--- config.mk ---
export PLATFORM = sky130hd
export DESIGN_NAME = var_delay_line
export DESIGN_NICKNAME = d
export VERILOG_FILES = /design/src/rtl/var_delay_line_pkg.sv /design/src/rtl/var_delay_line_delay_ram.sv /design/src/rtl/var_delay_line.sv
export SDC_FILE = /design/constraint.sdc
export NUM_CORES = 1
export LEC_CHECK = 0
export ABC_AREA = 1
export BUFFER_PORTS_ARGS = -buffer_cell sky130_fd_sc_hd__clkbuf_2
export CORE_MARGIN = 4
export CORE_UTILIZATION = 39
export CTS_BUF_LIST = sky130_fd_sc_hd__clkbuf_8
export DETAILED_ROUTE_END_ITERATION = 16
export PLACE_DENSITY = 0.57
export SYNTH_ARGS = -nofsm -noshare
export SYNTH_HDL_FRONTEND = slang
export SYNTH_SLANG_ARGS = --single-unit
--- constraint.sdc ---
create_clock -name clk -period 3.4 [get_ports clk]
set_input_delay 0.51 -clock clk [delete_from_list [all_inputs] [get_ports clk]]
set_output_delay 0.51 -clock clk [all_outputs]
set_load 0.05 [all_outputs]
--- src/rtl/var_delay_line_pkg.sv ---
// Shared defaults and helpers for the run-time-selectable complex delay line.
// Optional build macro used by this block: VAR_DELAY_FLUSH_EN (adds the flush port).
package var_delay_line_pkg;

    localparam int unsigned DEF_WIDTH     = 16;
    localparam int unsigned DEF_MAX_DELAY = 16;
    localparam int unsigned DEF_DNUM_W    = 5;

    // One bit wider than an index into the buffer, so wr_ptr + MAX_DELAY cannot overflow.
    function automatic int unsigned ptr_width(input int unsigned max_delay);
        return $clog2(max_delay) + 1;
    endfunction

endpackage

--- src/rtl/var_delay_line_delay_ram.sv ---
// MAX_DELAY x 2*WIDTH register array: one synchronous write port, one asynchronous read port,
// whole-array synchronous clear on rst.
module var_delay_line_delay_ram #(
    parameter int unsigned WORD_W = 32,
    parameter int unsigned DEPTH  = 16,
    parameter int unsigned AW     = $clog2(DEPTH)
) (
    input  logic              clk,
    input  logic              rst,
    input  logic              we,
    input  logic [AW-1:0]     waddr,
    input  logic [WORD_W-1:0] wdata,
    input  logic [AW-1:0]     raddr,
    output logic [WORD_W-1:0] rdata
);

    logic [WORD_W-1:0] mem [DEPTH];

    // NOTE: the array is cleared on rst on purpose (a register file, not a RAM macro), so a
    // slot that has never been written reads as zero rather than X.
    always_ff @(posedge clk) begin
        if (rst) begin
            for (int i = 0; i < int'(DEPTH); i++) begin
                mem[i] <= '0;
            end
        end else if (we) begin
            mem[waddr] <= wdata;
        end
    end

    assign rdata = mem[raddr];

endmodule

--- src/rtl/var_delay_line.sv ---
// Complex (re/im) delay line with run-time tap select, sample-enable gating and a valid flag.
// Build macro VAR_DELAY_FLUSH_EN adds a flush port that empties the line without touching data.
module var_delay_line
    import var_delay_line_pkg::*;
#(
    parameter int unsigned WIDTH     = DEF_WIDTH,
    parameter int unsigned MAX_DELAY = DEF_MAX_DELAY,
    parameter int unsigned DNUM_W    = DEF_DNUM_W
) (
    input  logic                     clk,
    input  logic                     rst,
    input  logic                     en,
    input  logic        [DNUM_W-1:0] dnum,
    input  logic signed [WIDTH-1:0]  in_re,
    input  logic signed [WIDTH-1:0]  in_im,
`ifdef VAR_DELAY_FLUSH_EN
    input  logic                     flush,
`endif
    output logic signed [WIDTH-1:0]  out_re,
    output logic signed [WIDTH-1:0]  out_im,
    output logic                     out_valid,
    output logic                     dnum_err
);

    localparam int unsigned AW = $clog2(MAX_DELAY);
    localparam int unsigned PW = ptr_width(MAX_DELAY);
    localparam logic [PW-1:0] MAX_P    = PW'(MAX_DELAY);
    localparam logic [AW-1:0] LAST_PTR = AW'(MAX_DELAY - 1);

    logic [AW-1:0]        wr_ptr;
    logic [PW-1:0]        fill;
    logic                 clr;
    logic                 wr_en;
    logic [PW-1:0]        dnum_c;
    logic [PW-1:0]        wr_ext;
    logic [PW-1:0]        rd_calc;
    logic [AW-1:0]        rd_addr;
    logic [2*WIDTH-1:0]   rd_word;

`ifdef VAR_DELAY_FLUSH_EN
    assign clr = flush;
`else
    assign clr = 1'b0;
`endif

    // Delay is counted in accepted samples, so nothing moves on an en=0 edge.
    always_ff @(posedge clk) begin
        if (rst || clr) begin
            wr_ptr <= '0;
            fill   <= '0;
        end else if (en) begin
            wr_ptr <= (wr_ptr == LAST_PTR) ? '0 : wr_ptr + AW'(1);
            fill   <= (fill == MAX_P) ? fill : fill + PW'(1);
        end
    end

    assign wr_en = en && !clr;

    var_delay_line_delay_ram #(
        .WORD_W (2 * WIDTH),
        .DEPTH  (MAX_DELAY),
        .AW     (AW)
    ) u_ram (
        .clk   (clk),
        .rst   (rst),
        .we    (wr_en),
        .waddr (wr_ptr),
        .wdata ({in_re, in_im}),
        .raddr (rd_addr),
        .rdata (rd_word)
    );

    assign dnum_err = (dnum == '0) || (dnum > DNUM_W'(MAX_DELAY));

    // NOTE: every signal written here gets a value before any branch, so no latch is inferred.
    always_comb begin
        dnum_c  = dnum_err ? '0 : PW'(dnum);
        wr_ext  = {1'b0, wr_ptr};
        rd_calc = '0;
        if (wr_ext >= dnum_c) begin
            rd_calc = wr_ext - dnum_c;
        end else begin
            rd_calc = wr_ext + MAX_P - dnum_c;
        end
    end

    // rd_calc MSB is zero for any legal dnum; it is folded in as a guard against a bad index.
    assign out_valid = !dnum_err && (fill >= dnum_c) && !rd_calc[PW-1];
    assign rd_addr   = rd_calc[AW-1:0];

    assign out_re = out_valid ? rd_word[2*WIDTH-1 -: WIDTH] : '0;
    assign out_im = out_valid ? rd_word[WIDTH-1:0]         : '0;

endmodule

==> results by group, run 1 <==
Timing
  – Worst Hold Margin: 0.111 ns
  – Slew Limit Fails: 0
  – Final Hold Fails: 0
  – RSZ-0062 raised after global routing: yes
  – Least-Margin Pin Slew: 0.788 ns
  – Fin Clk Skew: 0.0148 ns
  – F_max: 254 MHz
  – Minimum clock period: 3.93 ns
  – Slew Limit Headroom: 0.474
  – Final setup viols: 33
  – Period Utilization, post-route: 1.16
  – Setup ws final: -0.534 ns

Yosys
  – Yosys warning total: 0
  – Post-Synthesis Cells: 2529
  – Syn nets: 2586
  – Cell area after synthesis: 24100 um^2
  – Seq/Total Area, Yosys: 0.645
  – Synth unique cells: 24
  – Avg Synthesized Cell Area: 9.53 um^2
  – Synthesized flop and latch total: 521

Critical path
  – Type of destination of the critical path: primary output
  – WP data required: 2.89 ns
  – RR Endpoint: u_ram.mem[3][8]
  – Internal reg-to-reg setup slack: 1.19 ns
  – Cells on worst reg2reg path: 7
  – Worst R2R Start: wr_ptr[1]
  – Critical Path Sink: out_re[1]
  – Crit path launch: dnum[2]
  – Setup CP Type: input pin to primary output
  – CP Max Fanout: 18
  – Startpoint Class: input pin
  – Crit path DAT: 3.42 ns

Die
  – Number of core rows: 90
  – Initial core utilization: 0.396
  – I/O pin cnt: 74
  – Placeable Area: 60800 um^2
  – Die area: 65800 um^2
  – Die H: 257 um
  – Die width: 257 um

Power and ir drop
  – Switching Fraction: 0.311
  – Comb pwr share: 0.250
  – NetSw: 5.14 mW
  – Internal: 11.4 mW
  – Design Power: 16.5 mW
  – Maximum vdd drop: 268 uV
  – Flop pwr share: 0.446
  – Clock share of power: 0.304
  – Leak Pwr: 12.0 nW
  – Pwr Density: 563 nW/um^2

Placement
  – PortBufs: 73
  – Dpl hpwl: 42900 um
  – Dpl cells: 3316
  – RD Place Congestion: 0.835
  – Post-Place Worst Slack: -0.659 ns

Global routing
  – Congestion Overflow GR: 0
  – Number of global-route vias before repair: 18600
  – Pin count of the biggest net entering global routing: 50
  – All-Layer GR Usage: 0.224
  – Initial antenna violation count: 1
  – First-pass GRT wire length: 114000 um

Finish
  – Layout cell share with drive strength beyond 1: 0.188
  – Most frequent cells in the layout: nand2_1, nor2_1, edfxtp_1
  – Layout area overhead: 21.7%
  – Most common cell after layout, fill and taps aside: nand2_1
  – Non-filler instance count after layout: 3492
  – Nets: 2711

Clock network
  – Num CTS Buffers: 87
  – Worst-Skew Late Latency: 0.66 ns
  – CTS tree: done
  – Root Buffer: clkbuf_8
  – Reg clk slew, reported paths: 0.06 ns
  – Cts hold-fix bufs: 0
  – Max H-tree Level: 3
  – Clk sinks: 521
  – CTS Buffer Depth: 3

Routing
  – Drt first pass iters: 6
  – Iter 0 DRT Violations: 2249
  – Via-to-Cell Ratio: 5.41
  – WL final: 76200 um
  – Vias: 18900
  – Remaining antenna violation count: 0
  – Routed len/inst: 21.8 um
  – Drt drc: 0

Flow run
  – Max-cap viol count: 0

Hold path
  – Hold/Removal Path Class: input pin to flop

Outcome
  – Failing checks: negative setup slack
  – Status: complete, but fails checks
[through the flow]
| stage | instance area [um^2] | setup TNS (ns) | utilization |
|---|---|---|---|
| after global routing | 29300 | -17.99 | 0.482 |
| final | 29300 | -15.25 | 0.482 |
| after CTS | 29000 | -15.51 | 0.477 |
| after detailed placement | 26700 | -19.61 | 0.439 |
| after global placement | 26700 | -19.26 | 0.439 |
| after floorplan | 24500 | 0 | - |
[how the worst min path moves through the flow]
stage          startpoint       to  slack (ns)  depth (start not counted)
6_report              rst  fill[3]        0.11                          2
4_1_cts               rst  fill[4]        0.06                          2
3_3_place_gp      fill[2]  fill[2]        0.51                          2
2_1_floorplan     fill[2]  fill[2]        0.48                          2
5_1_grt               rst  fill[4]        0.11                          2
3_5_place_dp      fill[2]  fill[2]        0.53                          2
[cell usage after synthesis]
cell type / instances / area share
buf_1: 9 / 0.0014
dfxtp_1: 9 / 0.0075
edfxtp_1: 512 / 0.64
nor2_2: 1 / 0.00026
nor4_1: 1 / 0.00026
o21ai_0: 7 / 0.0015
clkbuf_1: 47 / 0.0073
inv_1: 57 / 0.0089
nand2_1: 782 / 0.12
nor2_4: 3 / 0.0014
a211oi_1: 1 / 0.00031
nand2_2: 13 / 0.0034
ha_1: 16 / 0.0083
buf_6: 12 / 0.0056
xnor2_1: 2 / 0.00073
nor3_1: 1 / 0.00021
inv_2: 3 / 0.00047
nor2_1: 557 / 0.087
nand3_1: 363 / 0.075
a21oi_1: 10 / 0.0021
buf_4: 24 / 0.0075
clkinv_2: 1 / 0.00021
fa_1: 1 / 0.00083
buf_2: 97 / 0.020
[final cells by class]
type | instances | area (um^2)
multi-input combinational | 1758 | 8070
timing repair buffer | 224 | 2940
antenna | 1 | 2.50
clock buffer | 92 | 1270
timing repair inverter | 1 | 11.3
fill | 5642 | 31500
clock inverter | 52 | 235
sequential | 521 | 15600
inverter | 61 | 259
tap | 782 | 978
[power groups by stage]
stage / registers (mW) / logic (mW) / clock network [mW]
after detailed placement: 7.50 / 3.39 / 0
after global routing: 7.38 / 4.39 / 5.39
final: 7.37 / 4.13 / 5.02
after CTS: 7.37 / 3.93 / 5.12
after floorplan: 7.49 / 2.06 / 0
after global placement: 7.49 / 3.38 / 0
[worst max-delay path, cell delays in order]
cell and delay [ns]:
buf_8 0.10, nor4_4 0.30, ha_4 0.26, nor2_4 0.11, ha_4 0.13, inv_2 0.04
fa_4 0.79, buf_12 0.16, inv_16 0.06, buf_12 0.16, buf_6 0.13, nand3_1 0.07
nand3_1 0.12, nand3_2 0.11, nand2_2 0.08, nor2_4 0.13, buf_12 0.14
[sequential cells by signal, summed over array words and instances, names as in the netlist]
name,flops
fill,5
wr_ptr,4
u_ram.mem,512
[timing repair]
item / 4_1_cts / 5_1_grt
resized for setup: 132 / 44
endpoints found under the setup margin: 33 / 33
pin swaps: 31 / 19
buffers inserted: 14 / 2
cloned: 11 / 5
hold endpoints to repair: 0 / 0
[routing by layer]
metal | track usage | vias up | wire [um]
met5 | 0 | - | 0
met4 | 0.0759 | 0 | 2160
met3 | 0.0296 | 154 | 5340
met2 | 0.373 | 799 | 36800
met1 | 0.306 | 9323 | 31900
li1 | - | 8599 | -
[kinds of logic (layout without fill, tap and decap cells)]
logic type,count (synthesis),after routing,share of synthesized area
AND/OR/NAND/NOR,1721,1721,0.289
flip-flops,521,521,0.645
buffers and inverters,250,430,0.0515
AO/OA/AOI/OAI,18,18,0.00384
adder cells (fa/ha/maj),17,17,0.00914
XOR/XNOR,2,2,0.000727
other,0,1,0
No activity file was read; power rests on OpenSTA's default activity.
==> inputs of run 2 (changes only) <==
--- a/config.mk
+++ b/config.mk
@@ -12,6 +12,7 @@
 export CTS_BUF_LIST = sky130_fd_sc_hd__clkbuf_8
 export DETAILED_ROUTE_END_ITERATION = 16
 export PLACE_DENSITY = 0.57
+export SKIP_CTS_REPAIR_TIMING = 1
 export SYNTH_ARGS = -nofsm -noshare
 export SYNTH_HDL_FRONTEND = slang
 export SYNTH_SLANG_ARGS = --single-unit
==> run 2 against run 1 <==
The run still ends with negative setup slack left. Clock power about the same. Critical path depth is 2 lower. Sequential cell count unchanged. Critical path type unchanged. Setup slack got worse by 0.019 ns. Critical endpoint is now out_re[12]. Cell area shrank 1.8%. Highest routed layer unchanged.
==> results by group, run 2 (synthesis gave the netlist of run 1 again) <==
Die
  – Die width: 257 um
  – Placeable Area: 60800 um^2
  – Die H: 257 um
  – Initial core utilization: 0.396
  – I/O pin cnt: 74
  – Number of core rows: 90
  – Die area: 65800 um^2

Power and ir drop
  – Clock share of power: 0.311
  – Leak Pwr: 11.8 nW
  – Comb pwr share: 0.234
  – NetSw: 5.00 mW
  – Internal: 11.2 mW
  – Flop pwr share: 0.456
  – Pwr Density: 561 nW/um^2
  – Switching Fraction: 0.309
  – Design Power: 16.2 mW
  – Maximum vdd drop: 267 uV

Timing
  – Slew Limit Headroom: 0.481
  – Slew Limit Fails: 0
  – Final setup viols: 33
  – RSZ-0062 raised after global routing: yes
  – Minimum clock period: 3.95 ns
  – Worst Hold Margin: 0.111 ns
  – Fin Clk Skew: 0.0167 ns
  – Sum Neg Setup Slack: -15.57 ns
  – F_max: 253 MHz
  – Period Utilization, post-route: 1.16
  – Setup ws final: -0.554 ns
  – Least-Margin Pin Slew: 0.778 ns
  – Final Hold Fails: 0

Clock network
  – CTS tree: done
  – Max H-tree Level: 3
  – Worst-Skew Late Latency: 0.66 ns
  – Clk sinks: 521
  – Root Buffer: clkbuf_8
  – CTS Buffer Depth: 3
  – Num CTS Buffers: 87
  – Reg clk slew, reported paths: 0.06 ns

Finish
  – Nets: 2696
  – Layout area overhead: 19.5%
  – Non-filler instance count after layout: 3477
  – Most common cell after layout, fill and taps aside: nand2_1
  – Largest register by flop count: u_ram.mem
  – Final core utilization: 0.474
  – Layout cell share with drive strength beyond 1: 0.171
  – Final instance area: 28800 um^2
  – Max FFs per register: 512
  – Most frequent cells in the layout: nand2_1, nor2_1, edfxtp_1
  – Largest regs: u_ram.mem x512, fill x5, wr_ptr x4
  – Fillers: 5712

Global routing
  – All-Layer GR Usage: 0.217
  – Congestion Overflow GR: 0
  – M2 GR Usage: 0.359
  – First-pass GRT wire length: 110000 um
  – Number of global-route vias before repair: 18300
  – Met1 usage: 0.298
  – Most used routing layer in global routing: met2
  – Initial antenna violation count: 1
  – Pin count of the biggest net entering global routing: 50
  – Met3 usage: 0.0301

Critical path
  – Crit path DAT: 3.44 ns
  – CP max stage delay: 0.88 ns
  – Crit path launch: dnum[2]
  – Critical Path Sink: out_re[12]
  – Cells on worst reg2reg path: 7
  – CP Max Fanout: 34
  – CP cell instances: buf_8, nor4_4, ha_4, nor2_4, ha_4, inv_4, fa_4, inv_8, buf_12, nand3_1, nand3_1, nand3_2, nand2_1, nor2_4, buf_12
  – Startpoint Class: input pin
  – Internal reg-to-reg setup slack: 1.19 ns
  – Slowest-stage cell, CP: fa_4
  – RR Endpoint: u_ram.mem[3][8]
  – Worst R2R Start: wr_ptr[1]
  – WP data required: 2.89 ns
  – Setup CP Type: input pin to primary output
  – Type of destination of the critical path: primary output

Placement
  – Dpl cells: 3316
  – Dpl hpwl: 42900 um
  – RD Place Congestion: 0.835
  – PortBufs: 73
  – Area after DPL: 26700 um^2
  – Post-Place Worst Slack: -0.659 ns

Routing
  – Iter 0 DRT Violations: 2177
  – Routed len/inst: 21.3 um
  – Remaining antenna violation count: 0
  – Drt first pass iters: 6
  – WL final: 74200 um
  – Via-to-Cell Ratio: 5.37
  – Vias: 18700
  – Drt drc: 0

Flow run
  – Max-cap viol count: 0

Hold path
  – Hold/Removal Path Class: input pin to flop

Outcome
  – Status: complete, but fails checks
  – Failing checks: negative setup slack
[run 2: power groups by stage]
| stage | Combinational, mW | Clock, mW | Sequential, mW |
|---|---|---|---|
| 6_report | 3.78 | 5.03 | 7.37 |
| 5_1_grt | 4.04 | 5.40 | 7.38 |
| 4_1_cts | 3.41 | 5.12 | 7.36 |
| 3_5_place_dp | 3.39 | 0 | 7.50 |
| 3_3_place_gp | 3.38 | 0 | 7.49 |
| 2_1_floorplan | 2.06 | 0 | 7.49 |
[run 2: critical path: cells and delay by family]
kind	cells	cell delay, ns
adders and majority gates	3	1.28
buffers and inverters	5	0.55
and+or+nand+nor	7	1.06
[run 2: worst min path at each step]
stage,slack [ns],startpoint,end,depth (start not counted)
floorplan,0.48,fill[2],fill[2],2
detailed placement,0.53,fill[2],fill[2],2
global route,0.11,rst,fill[4],2
finish,0.11,rst,fill[3],2
global placement,0.51,fill[2],fill[2],2
CTS,0.06,rst,fill[4],2
[run 2: final cells by class]
type	instances	area, um^2	area share
Multi-Input combinational cell	1758	7930	0.275
Antenna cell	1	2.50	0.0000869
Timing Repair Buffer	210	2580	0.0896
Inverter	61	250	0.00869
Clock buffer	92	1270	0.0440
Tap cell	782	978	0.0340
Sequential cell	521	15600	0.540
Clock inverter	52	235	0.00817
[run 2: metal layers]
| metal | vias to the layer above | part of all wire |
|---|---|---|
| met2 | 813 | 0.48 |
| met1 | 9150 | 0.42 |
| li1 | 8564 | - |
| met5 | - | 0 |
| met4 | 0 | 0.026 |
| met3 | 132 | 0.075 |
